## config.mk

```make
export PLATFORM = sky130hd
export DESIGN_NAME = tx_hold_fifo
export DESIGN_NICKNAME = d
export VERILOG_FILES = /design/src/rtl/tx_hold_fifo_pkg.sv /design/src/rtl/tx_hold_fifo_mem.sv /design/src/rtl/tx_hold_fifo.sv
export SDC_FILE = /design/constraint.sdc
export NUM_CORES = 1
export LEC_CHECK = 0
export ABC_AREA = 1
export BUFFER_PORTS_ARGS = -buffer_cell sky130_fd_sc_hd__buf_2
export CAP_MARGIN = 20
export CORE_UTILIZATION = 40
export DETAILED_ROUTE_END_ITERATION = 16
export PLACE_DENSITY_LB_ADDON = 0.25
export SLEW_MARGIN = 20
export SYNTH_ARGS = -nofsm -noshare
export SYNTH_HDL_FRONTEND = slang
export SYNTH_SLANG_ARGS = --single-unit
```

## constraint.sdc

```tcl
create_clock -name clk_xgmii_tx -period 8.08 [get_ports clk_xgmii_tx]
set_input_delay 2.424 -clock clk_xgmii_tx [delete_from_list [all_inputs] [get_ports clk_xgmii_tx]]
set_output_delay 2.424 -clock clk_xgmii_tx [all_outputs]
set_load 0.1 [all_outputs]
```

## src/rtl/tx_hold_fifo_pkg.sv

```systemverilog
// Shared types and status-field layout for the XGMII TX hold FIFO.
// Status is carried opaquely; the field positions document the word format for users.
`ifndef TX_HOLD_FIFO_AWIDTH
`define TX_HOLD_FIFO_AWIDTH 4
`endif

package tx_hold_fifo_pkg;

  localparam int DATA_W   = 64;
  localparam int STATUS_W = 8;
  localparam int ENTRY_W  = DATA_W + STATUS_W;

  localparam int STATUS_SOP_BIT     = 0;
  localparam int STATUS_EOP_BIT     = 1;
  localparam int STATUS_BCNT_LSB    = 2;
  localparam int STATUS_BCNT_MSB    = 4;
  localparam int STATUS_ERR_BIT     = 5;
  localparam int STATUS_RSVD_LSB    = 6;
  localparam int STATUS_RSVD_MSB    = 7;

  typedef struct packed {
    logic [STATUS_W-1:0] status;
    logic [DATA_W-1:0]   data;
  } txhfifo_entry_t;

  function automatic txhfifo_entry_t txhfifo_pack(input logic [STATUS_W-1:0] status,
                                                  input logic [DATA_W-1:0]   data);
    txhfifo_entry_t e;
    e.status = status;
    e.data   = data;
    return e;
  endfunction

endpackage

```

## src/rtl/tx_hold_fifo_mem.sv

```systemverilog
// DEPTH x 72 storage array: one synchronous write port, one combinational read port.
// Kept separate so a vendor RAM with the same port behaviour can drop in.
module tx_hold_fifo_mem
  import tx_hold_fifo_pkg::*;
#(
  parameter int AWIDTH = `TX_HOLD_FIFO_AWIDTH
) (
  input  logic                clk,
  input  logic                wen,
  input  logic [AWIDTH-1:0]   waddr,
  input  txhfifo_entry_t      wdata,
  input  logic [AWIDTH-1:0]   raddr,
  output txhfifo_entry_t      rdata
);

  localparam int DEPTH = 2 ** AWIDTH;

  txhfifo_entry_t mem_array [DEPTH];

  always_ff @(posedge clk) begin
    if (wen) begin
      mem_array[waddr] <= wdata;
    end
  end

  assign rdata = mem_array[raddr];

endmodule

```

## src/rtl/tx_hold_fifo.sv

```systemverilog
// First-word-fall-through hold FIFO between TX enqueue logic and the XGMII TX encoder.
// Occupancy counts words in the array plus the registered head stage.
module tx_hold_fifo
  import tx_hold_fifo_pkg::*;
#(
  parameter int AWIDTH              = `TX_HOLD_FIFO_AWIDTH,
  parameter int ALMOST_FULL_THRESH  = 4,
  parameter int ALMOST_EMPTY_THRESH = 7
) (
  input  logic                 clk_xgmii_tx,
  input  logic                 reset_xgmii_tx_n,
  input  logic [DATA_W-1:0]    txhfifo_wdata,
  input  logic [STATUS_W-1:0]  txhfifo_wstatus,
  input  logic                 txhfifo_wen,
  output logic                 txhfifo_wfull,
  output logic                 txhfifo_walmost_full,
  input  logic                 txhfifo_ren,
  output logic [DATA_W-1:0]    txhfifo_rdata,
  output logic [STATUS_W-1:0]  txhfifo_rstatus,
  output logic                 txhfifo_rempty,
  output logic                 txhfifo_ralmost_empty,
  output logic                 txhfifo_overflow,
  output logic                 txhfifo_underflow
);

  localparam int DEPTH = 2 ** AWIDTH;
  localparam logic [AWIDTH:0] DEPTH_W   = (AWIDTH+1)'(DEPTH);
  localparam logic [AWIDTH:0] AF_LIMIT  = DEPTH_W - (AWIDTH+1)'(ALMOST_FULL_THRESH);
  localparam logic [AWIDTH:0] AE_LIMIT  = (AWIDTH+1)'(ALMOST_EMPTY_THRESH);

  logic [AWIDTH-1:0] wptr_reg, wptr_next;
  logic [AWIDTH-1:0] rptr_reg, rptr_next;
  logic [AWIDTH:0]   occ_reg, occ_next;
  logic [AWIDTH:0]   array_count;
  logic              head_valid_reg, head_valid_next;
  txhfifo_entry_t    head_reg, head_next;
  txhfifo_entry_t    mem_rdata;
  txhfifo_entry_t    mem_wdata;

  logic wfull_reg, walmost_full_reg, ralmost_empty_reg;
  logic overflow_reg, underflow_reg;
  logic wr_accept, rd_accept, head_load;

  assign wr_accept = txhfifo_wen && !wfull_reg;
  assign rd_accept = txhfifo_ren && head_valid_reg;

  // Words still sitting in the array; a same-cycle write is not counted, so it never bypasses.
  assign array_count = occ_reg - {{AWIDTH{1'b0}}, head_valid_reg};
  assign head_load   = (array_count != '0) && (!head_valid_reg || rd_accept);

  assign mem_wdata = txhfifo_pack(txhfifo_wstatus, txhfifo_wdata);

  tx_hold_fifo_mem #(
    .AWIDTH (AWIDTH)
  ) u_mem (
    .clk   (clk_xgmii_tx),
    .wen   (wr_accept),
    .waddr (wptr_reg),
    .wdata (mem_wdata),
    .raddr (rptr_reg),
    .rdata (mem_rdata)
  );

  always_comb begin
    wptr_next       = wptr_reg;
    rptr_next       = rptr_reg;
    occ_next        = occ_reg;
    head_next       = head_reg;
    head_valid_next = head_valid_reg;

    if (wr_accept) begin
      wptr_next = wptr_reg + AWIDTH'(1);
    end

    if (wr_accept && !rd_accept) begin
      occ_next = occ_reg + (AWIDTH+1)'(1);
    end else if (rd_accept && !wr_accept) begin
      occ_next = occ_reg - (AWIDTH+1)'(1);
    end

    if (head_load) begin
      head_next       = mem_rdata;
      head_valid_next = 1'b1;
      rptr_next       = rptr_reg + AWIDTH'(1);
    end else if (rd_accept) begin
      head_valid_next = 1'b0;
    end
  end

  always_ff @(posedge clk_xgmii_tx or negedge reset_xgmii_tx_n) begin
    if (!reset_xgmii_tx_n) begin
      wptr_reg          <= '0;
      rptr_reg          <= '0;
      occ_reg           <= '0;
      head_reg          <= '0;
      head_valid_reg    <= 1'b0;
      wfull_reg         <= 1'b0;
      walmost_full_reg  <= 1'b0;
      ralmost_empty_reg <= 1'b1;
      overflow_reg      <= 1'b0;
      underflow_reg     <= 1'b0;
    end else begin
      wptr_reg          <= wptr_next;
      rptr_reg          <= rptr_next;
      occ_reg           <= occ_next;
      head_reg          <= head_next;
      head_valid_reg    <= head_valid_next;
      wfull_reg         <= (occ_next == DEPTH_W);
      walmost_full_reg  <= (occ_next >= AF_LIMIT);
      ralmost_empty_reg <= (occ_next <= AE_LIMIT);
      overflow_reg      <= txhfifo_wen && wfull_reg;
      underflow_reg     <= txhfifo_ren && !head_valid_reg;
    end
  end

  assign txhfifo_wfull         = wfull_reg;
  assign txhfifo_walmost_full  = walmost_full_reg;
  assign txhfifo_ralmost_empty = ralmost_empty_reg;
  assign txhfifo_rempty        = !head_valid_reg;
  assign txhfifo_rdata         = head_reg.data;
  assign txhfifo_rstatus       = head_reg.status;
  assign txhfifo_overflow      = overflow_reg;
  assign txhfifo_underflow     = underflow_reg;

endmodule

```

==> results.ini <==
[worst_setup_path]
worst-setup-path-type = in -> reg
required_ns = 8.45
crit_fanout = 51
critical_path_arrival_ns = 5.01
cp_slowest_cell = buf_4
end_kind = flip-flop
slowest_delay_ns = 0.79
start_kind = input port
worstPathCellList = buf_2, inv_1, nor2_2, nand2_1, nor2_4, buf_4

[timing]
fmax_mhz = 215
period_share = 0.575
hold_viol_final = 0
worst_slack_ns = 3.43
clock_skew_ns = 0.0344
relSlewSlack = 0.225
rsz0062_at_grt = false
tns_ns = 0
tightest_slew_ns = 1.16
layout_min_cycle_time_ns = 4.65
drv_slew = 0
setup_viol = 0

[cells_and_area]
largest_register_ffs = 1152
multi_input_area_mm2 = 0.0111
regMostFlops = u_mem.mem_array
fin_cells = 5963
fill_cells = 11008
syn_to_final_growth_pct = 13.3
area.sequential_mm2 = 0.0369
fin_nets = 4312
drive_gt1_frac = 0.0962
fin_area_mm2 = 0.0557

[drt]
wl_per_cell_um = 21.4
drt-total-wl_um = 128000
drtIter0Drc = 2668
drc = 0
num_vias = 30877
first_pass_iters = 5
via_per_inst = 5.18
route.antenna.remaining_nets = 0

[clocking]
cts_root_buf = clkbuf_16
post_cts_buffers = 0
clk_path_buf_depth = 3
cts.sinks = 1243
cts_hold_buf = 0
numCtsBuffers = 132
clk_latency_ns = 0.75
cts-htree-levels = 4
clkTransAtPathRegs_ns = 0.06
post_cts_resized = 0
cts_tree = built

[place]
gp_routability_congestion = 0.766
io_buffers = 153
dpl_cell_area_mm2 = 0.0514
dp_slack_ns = 2.70
place_inst = 5718
hpwl_um = 66600

[floorplan]
initial_utilization = 0.403
row_count = 128
dieArea_mm2 = 0.124
coreArea_mm2 = 0.122
floorplan.die.height_um = 352
die_x_um = 352
pin_count = 154

[yosys]
synth_cell_type_count = 24
synth_top_area_share = 0.704
synth-seq-cells = 1243
synth_area_mm2 = 0.0491
ys_warn_count = 0
synth-edff-count = 1152
ys_top_cells_by_area = edfxtp_1, nand2_1, nand3_1
synth_largest_area_cell = edfxtp_1
async_flop_share = 0.0732
ys.flop_type = edfxtp_1
syn_inst = 4130
yosysSeqAreaShare = 0.750
synth_nets = 4214
syn_area_per_cell_um2 = 11.9
synth_most_common_cell = nand2_1
synth.top_cells.by_count = nand2_1, edfxtp_1, nand3_1

[power_and_ir_drop]
p_int_w = 0.0130
ir_worst_vdd_mv = 0.466
p_sw_w = 0.00862
p_per_area_mw_per_mm2 = 388
p_comb_frac = 0.337
p_seq_frac = 0.386
p_leak_nw = 20.9
sw_frac_of_total = 0.399
clock_power_share = 0.278
total_power_w = 0.0216

[job]
drv_cap = 0

[grt]
grt_pass1_wl_um = 193000
grt_use_total = 0.205
grt_max_degree = 238
grt_pass1_vias = 30372
grt_remaining_overflow = 0
antenna_found_initial = 1

[hold_path]
hold_path_class = reg -> reg

[outcome]
status = completed

==> worst max-delay path: cells and delay by family <==
| family | cells | cell delay [ns] |
|---|---|---|
| simple gates | 3 | 1.50 |
| buf+inv | 3 | 0.93 |
==> final cells by class <==
type,instances,area share
timing repair buffer,200,0.0221
clock inverter,72,0.0120
antenna,2,0.0000899
multi-input combinational,2625,0.200
tap,1625,0.0365
clock buffer,170,0.0647
sequential,1243,0.663
inverter,26,0.00225
==> cells in the final DEF (no fill, tap or decap), drive strengths merged, types with 5 or more instances in the layout <==
cell type	instances
nand2	1772
edfxtp	1152
nand3	656
buf	200
clkbuf	170
a21oi	144
dfrtp	90
clkinv	54
inv	31
nor2	27
bufinv	10
ha	8
xor2	7
o21ai	5
==> per-stage QoR <==
| step | util | hold slack [ns] |
|---|---|---|
| after floorplan | - | 0.466 |
| after global placement | 0.421 | 0.468 |
| after detailed placement | 0.421 | 0.462 |
| after CTS | 0.456 | 0.478 |
| after global routing | 0.457 | 0.493 |
| final | 0.457 | 0.475 |
==> metal layers <==
metal,GRT usage,share of wire,vias up,wire [um]
met5,0,0.00010,-,13
met4,0.0597,0.020,2,2520
met3,0.0287,0.050,177,6350
met2,0.342,0.49,831,62700
met1,0.280,0.44,15375,56200
li1,-,-,14492,-
==> power groups by stage <==
stage / combinational [W] / sequential [W] / clock (W)
detailed placement: 0.00734 / 0.00846 / 0
global route: 0.00796 / 0.00839 / 0.00633
CTS: 0.00735 / 0.00834 / 0.00608
finish: 0.00727 / 0.00832 / 0.00599
global placement: 0.00729 / 0.00847 / 0
floorplan: 0.00401 / 0.00959 / 0
==> cells by family (layout without fill, tap and decap cells) <==
| kind of cell | after synthesis | count (layout) | share of synthesized area |
|---|---|---|---|
| xor+xnor | 7 | 7 | 0.00125 |
| other cells | 0 | 2 | 0 |
| compound gates | 150 | 150 | 0.0153 |
| flops | 1243 | 1243 | 0.750 |
| buf+inv | 262 | 468 | 0.0260 |
| simple gates | 2460 | 2460 | 0.205 |
| fa+ha+maj | 8 | 8 | 0.00204 |
==> path summary, 6_finish.rpt <==
check | startpoint | end | slack (ns) | depth (start not counted)
setup / recovery | txhfifo_wen | u_mem.mem_array[5][37]$_DFFE_PP_ | 3.43 | 6
hold reg to reg | txhfifo_rdata[15]$_DFFE_PN0P_ | txhfifo_rdata[15]$_DFFE_PN0P_ | 0.47 | 2
min in group asynchronous | reset_xgmii_tx_n | txhfifo_rstatus[3]$_DFFE_PN0P_ | 1.69 | 1
max in group asynchronous | reset_xgmii_tx_n | txhfifo_overflow$_DFF_PN0_ | 5.27 | 2
hold / removal | txhfifo_rdata[15]$_DFFE_PN0P_ | txhfifo_rdata[15]$_DFFE_PN0P_ | 0.47 | 2
setup reg to reg | rptr_reg[0]$_DFFE_PN0P_ | txhfifo_rdata[13]$_DFFE_PN0P_ | 4.40 | 9
No activity file was read; power rests on OpenSTA's default activity.
